==> src/rtl/imem_loader_pkg.sv <==
// rtl/imem_loader_pkg.sv - shared state encoding and word/byte widths for the boot loader
package imem_loader_pkg;

  localparam int WORD_W = 16;
  localparam int BYTE_W = 8;

  typedef enum logic [2:0] {
    IDLE,
    HI,
    LO,
    CHK,
    DONE,
    ERROR
  } state_t;

endpackage

==> src/rtl/imem_loader.sv <==
// rtl/imem_loader.sv - length-prefixed byte stream to imem word writer; holds the core in reset until loaded
// Optional trailing XOR checksum byte: IMEM_LOADER_CHECKSUM_EN
module imem_loader
  import imem_loader_pkg::*;
#(
  parameter int ADDR_W = 5,
  parameter int DEPTH  = 32
) (
  input  logic              clk,
  input  logic              rst,
  input  logic              in_valid,
  input  logic [BYTE_W-1:0] in_data,
  output logic              in_ready,
  output logic              imem_we,
  output logic [ADDR_W-1:0] imem_addr,
  output logic [WORD_W-1:0] imem_wdata,
  output logic              cpu_rst,
  output logic              done,
  output logic              error
);

  localparam logic [BYTE_W-1:0] DEPTH_B = BYTE_W'(DEPTH);

  state_t            state, state_next;
  logic [ADDR_W:0]   word_cnt;
  logic [ADDR_W:0]   cnt_next;
  logic [ADDR_W:0]   n_len;
  logic [BYTE_W-1:0] hi_byte;
  logic              accept;
  logic              len_bad;

`ifdef IMEM_LOADER_CHECKSUM_EN
  logic [BYTE_W-1:0] chk_acc;
`endif

  // in_ready is a register, so the handshake never depends combinationally on in_valid
  assign accept   = in_valid && in_ready;
  assign cnt_next = word_cnt + 1'b1;
  assign len_bad  = (in_data == '0) || (in_data > DEPTH_B);

  always_comb begin
    state_next = state;
    case (state)
      IDLE: if (accept) state_next = len_bad ? ERROR : HI;
      HI:   if (accept) state_next = LO;
      LO: begin
        if (accept) begin
          if (cnt_next == n_len) begin
`ifdef IMEM_LOADER_CHECKSUM_EN
            state_next = CHK;
`else
            state_next = DONE;
`endif
          end else begin
            state_next = HI;
          end
        end
      end
`ifdef IMEM_LOADER_CHECKSUM_EN
      CHK:  if (accept) state_next = (in_data == chk_acc) ? DONE : ERROR;
`endif
      default: state_next = state;
    endcase
  end

  always_ff @(posedge clk) begin
    if (rst) begin
      state      <= IDLE;
      word_cnt   <= '0;
      n_len      <= '0;
      hi_byte    <= '0;
      in_ready   <= 1'b0;
      imem_we    <= 1'b0;
      imem_addr  <= '0;
      imem_wdata <= '0;
      cpu_rst    <= 1'b1;
      done       <= 1'b0;
      error      <= 1'b0;
    end else begin
      state    <= state_next;
      // Drop ready on the same edge that enters a terminal state so trailing bytes stay unconsumed
      in_ready <= (state_next != DONE) && (state_next != ERROR);
      imem_we  <= 1'b0;
      done     <= (state == DONE);
      cpu_rst  <= (state != DONE);
      error    <= (state == ERROR);
      if (accept) begin
        case (state)
          IDLE: n_len   <= (ADDR_W+1)'(in_data);
          HI:   hi_byte <= in_data;
          LO: begin
            imem_we    <= 1'b1;
            imem_addr  <= word_cnt[ADDR_W-1:0];
            imem_wdata <= {hi_byte, in_data};
            word_cnt   <= cnt_next;
          end
          default: ;
        endcase
      end
    end
  end

`ifdef IMEM_LOADER_CHECKSUM_EN
  // Running XOR over the length byte and every payload byte
  always_ff @(posedge clk) begin
    if (rst) begin
      chk_acc <= '0;
    end else if (accept && (state == IDLE || state == HI || state == LO)) begin
      chk_acc <= chk_acc ^ in_data;
    end
  end
`endif

endmodule

==> config.mk <==
export PLATFORM = sky130hd
export DESIGN_NAME = imem_loader
export DESIGN_NICKNAME = d
export VERILOG_FILES = /design/src/rtl/imem_loader_pkg.sv /design/src/rtl/imem_loader.sv
export SDC_FILE = /design/constraint.sdc
export NUM_CORES = 1
export LEC_CHECK = 0
export BUFFER_PORTS_ARGS = -buffer_cell sky130_fd_sc_hd__buf_4
export CAP_MARGIN = 20
export CORE_UTILIZATION = 54
export DETAILED_ROUTE_END_ITERATION = 7
export PLACE_DENSITY_LB_ADDON = 0.1
export SETUP_SLACK_MARGIN = 0.15
export SYNTH_ARGS = -nofsm -noshare
export SYNTH_HDL_FRONTEND = slang
export SYNTH_SLANG_ARGS = --single-unit
==> constraint.sdc <==
create_clock -name clk -period 2.27 [get_ports clk]
set_input_delay 0.1135 -clock clk [delete_from_list [all_inputs] [get_ports clk]]
set_output_delay 0.1135 -clock clk [all_outputs]
set_load 0.02 [all_outputs]
==> flow_summary.json <==
{
  "status": "complete, no violations",
  "vias_per_cell": 5.35,
  "wl_per_cell_um": 13.1,
  "synthCells": 221,
  "period_minus_slack_ns": 1.85,
  "clock_latency_ns": 0.35,
  "crit_fanout": 6,
  "critPathLaunchType": "flip-flop",
  "cap_violations": 0,
  "rows": 21,
  "max_freq_ghz": 0.542,
  "drt_iter0_drc": 73,
  "peakVddDrop_mv": 0.440,
  "synth_fp_nets": 233,
  "post_synth.cell_area_avg_um2": 8.89,
  "drc": 0,
  "fin_crit_sh_pct": 81.3,
  "cts_resized": 0,
  "synth_top_flop_cell": "dfxtp_1",
  "portBuffers": 36,
  "die_w_um": 62.3,
  "dieArea_mm2": 0.00388,
  "coreArea_mm2": 0.00342,
  "grt_max_degree": 51,
  "critPathKind": "flip-flop to flip-flop",
  "p_seq_share_pct": 60.7,
  "reg2regPathDepth": 6,
  "final_common_cell": "dfxtp_1",
  "placed_cells": 292,
  "hold_viol": 0,
  "slew_violations": 0,
  "antenna_found_initial": 0,
  "fp.dieH_um": 62.3,
  "crit_required_ns": 2.54,
  "power.density_mw_per_mm2": 653,
  "synth-edff-count": 0,
  "clockPowerShare_pct": 26.5,
  "rsz0062_at_grt": "no",
  "grt_pass1_wl_mm": 6.80,
  "ys_types": 38,
  "clkTransAtPathRegs_ns": 0.14,
  "grt-ovfl-total": 0,
  "postCtsSetupBuffers": 0,
  "hold_depth": 3,
  "via_count": 1611,
  "ys_seq_area_share_pct": 49.9,
  "clockBufferDepth": 2,
  "grt_pass1_vias": 1489,
  "root_buffer": "clkbuf_4",
  "dp_hpwl_mm": 2.72,
  "hold_buffers": 0,
  "cts_tree": "built",
  "p_sw_uw": 393,
  "comb_power_share_pct": 12.8,
  "internal-power_uw": 1130,
  "syn-cell-area_mm2": 0.00196,
  "n_fill_cell": 303,
  "area_delta_synth_final_pct": 18.7,
  "finalSetupViolations": 0,
  "p_sw_share_pct": 25.8,
  "tns_ns": 0,
  "numCtsBuffers": 5,
  "layout.cells.non_filler": 301,
  "cp_data_arrival_time_ns": 2.12,
  "synth_seq_cells": 49,
  "drive_gt1_share_pct": 21.2,
  "first_pass_iters": 5,
  "antenna_left": 0,
  "hp-class": "input port to flip-flop",
  "drt-total-wl_mm": 3.93,
  "diodes": 0,
  "clock-sinks": 49,
  "relSlewSlack_pct": 66.5,
  "final_cell_mix": "dfxtp_1 (49), nand2_1 (47), buf_4 (39)",
  "routabilityCongestion": 0.760,
  "io_pins": 37,
  "nNetsFinal": 267,
  "track_usage_pct": 22.0,
  "leakage_uw": 0.000932,
  "finClkSkew_ns": 0.00857,
  "worst_slew_pin_slew_ns": 0.503,
  "synth-async-reset-ratio_pct": 0,
  "cp-end-kind": "flip-flop",
  "cts_max_level": 2,
  "synth_warnings": 0,
  "floorplan.initialDensity_pct": 57.5
}
cell families after synthesis:
kind of cell,share of synthesized area (%)
DFF,49.9
and+or+nand+nor,24.3
adders and majority gates,0.637
xor gates and xnor gates,5.35
buffers and inverters,3.50
muxes,7.13
AOI/OAI and AO/OA,9.17
flip-flops by register name, summed over array words and instances (netlist names):
name        count
imem_addr       5
imem_wdata     16
cpu_rst         1
imem_we         1
state           3
done            1
word_cnt        6
in_ready        1
n_len           6
hi_byte         8
error           1
synth_stat cells, drive strengths merged (2+ instances only):
| cell type | number | area [µm²] |
|---|---|---|
| and4 | 2 | 22.5 |
| or3b | 2 | 17.5 |
| nor3 | 3 | 15.0 |
| nand3b | 2 | 27.5 |
| xor2 | 4 | 35.0 |
| buf | 8 | 38.8 |
| clkbuf | 6 | 22.5 |
| o21ai | 2 | 10.0 |
| nand2b | 2 | 12.5 |
| inv | 2 | 7.51 |
| dfxtp | 49 | 981 |
| mux2i | 14 | 140 |
| or3 | 2 | 12.5 |
| nor2 | 26 | 105 |
| nand2 | 47 | 176 |
| xnor2 | 8 | 70.1 |
| nor3b | 2 | 20.0 |
| nand3 | 3 | 15.0 |
| a21oi | 23 | 115 |
worst max-delay path, stage by stage, from the launching register on:
cell     delay (ns)
dfxtp_1        0.39
ha_1           0.27
or2b_1         0.25
nor4b_1        0.14
or3_1          0.37
and4_4         0.18
o41ai_2        0.18
power groups by stage:
stage	registers, µW	logic (µW)	clock network, µW
CTS	925	192	415
finish	925	195	404
floorplan	943	135	0
global route	930	210	453
global placement	943	191	0
detailed placement	945	191	0
layer usage:
metal | up-vias | GRT usage [%] | share of wire, %
met5 | - | 0 | 0
met4 | 0 | 6.98 | 0.97
met3 | 5 | 4.04 | 4.1
met2 | 45 | 37.8 | 49
met1 | 763 | 28.0 | 46
li1 | 798 | - | -
path summary, 6_finish.rpt:
kind                                  start              to  slack [ns]
worst max-delay path            word_cnt[0]        state[0]        0.42
worst min-delay path             in_data[7]   imem_wdata[7]        0.02
worst max register to register  word_cnt[0]        state[0]        0.42
worst min register to register   hi_byte[5]  imem_wdata[13]        0.46
final cells by class:
class	count	area, µm²	area share, %
well taps	46	57.6	2.47
repair buffers	41	313	13.4
multi-input cells	156	915	39.2
inverters	2	7.51	0.322
flip-flops and latches	49	981	42.1
clock buffers	6	51.3	2.20
clock inverters	1	7.51	0.322
per-stage QoR:
step           utilization (%)  total power, µW  hold WS (ns)  setup WS, ns  instance area, µm²
2_1_floorplan                -             1080         0.212         0.534                1960
3_3_place_gp              66.0             1130         0.384         0.483                2250
5_1_grt                   68.3             1590       0.00173         0.319                2330
6_report                  68.3             1520        0.0216         0.424                2330
4_1_cts                   67.7             1530        0.0143         0.420                2310
3_5_place_dp              66.0             1140         0.388         0.447                2250
(Power assumes the default switching activity.)
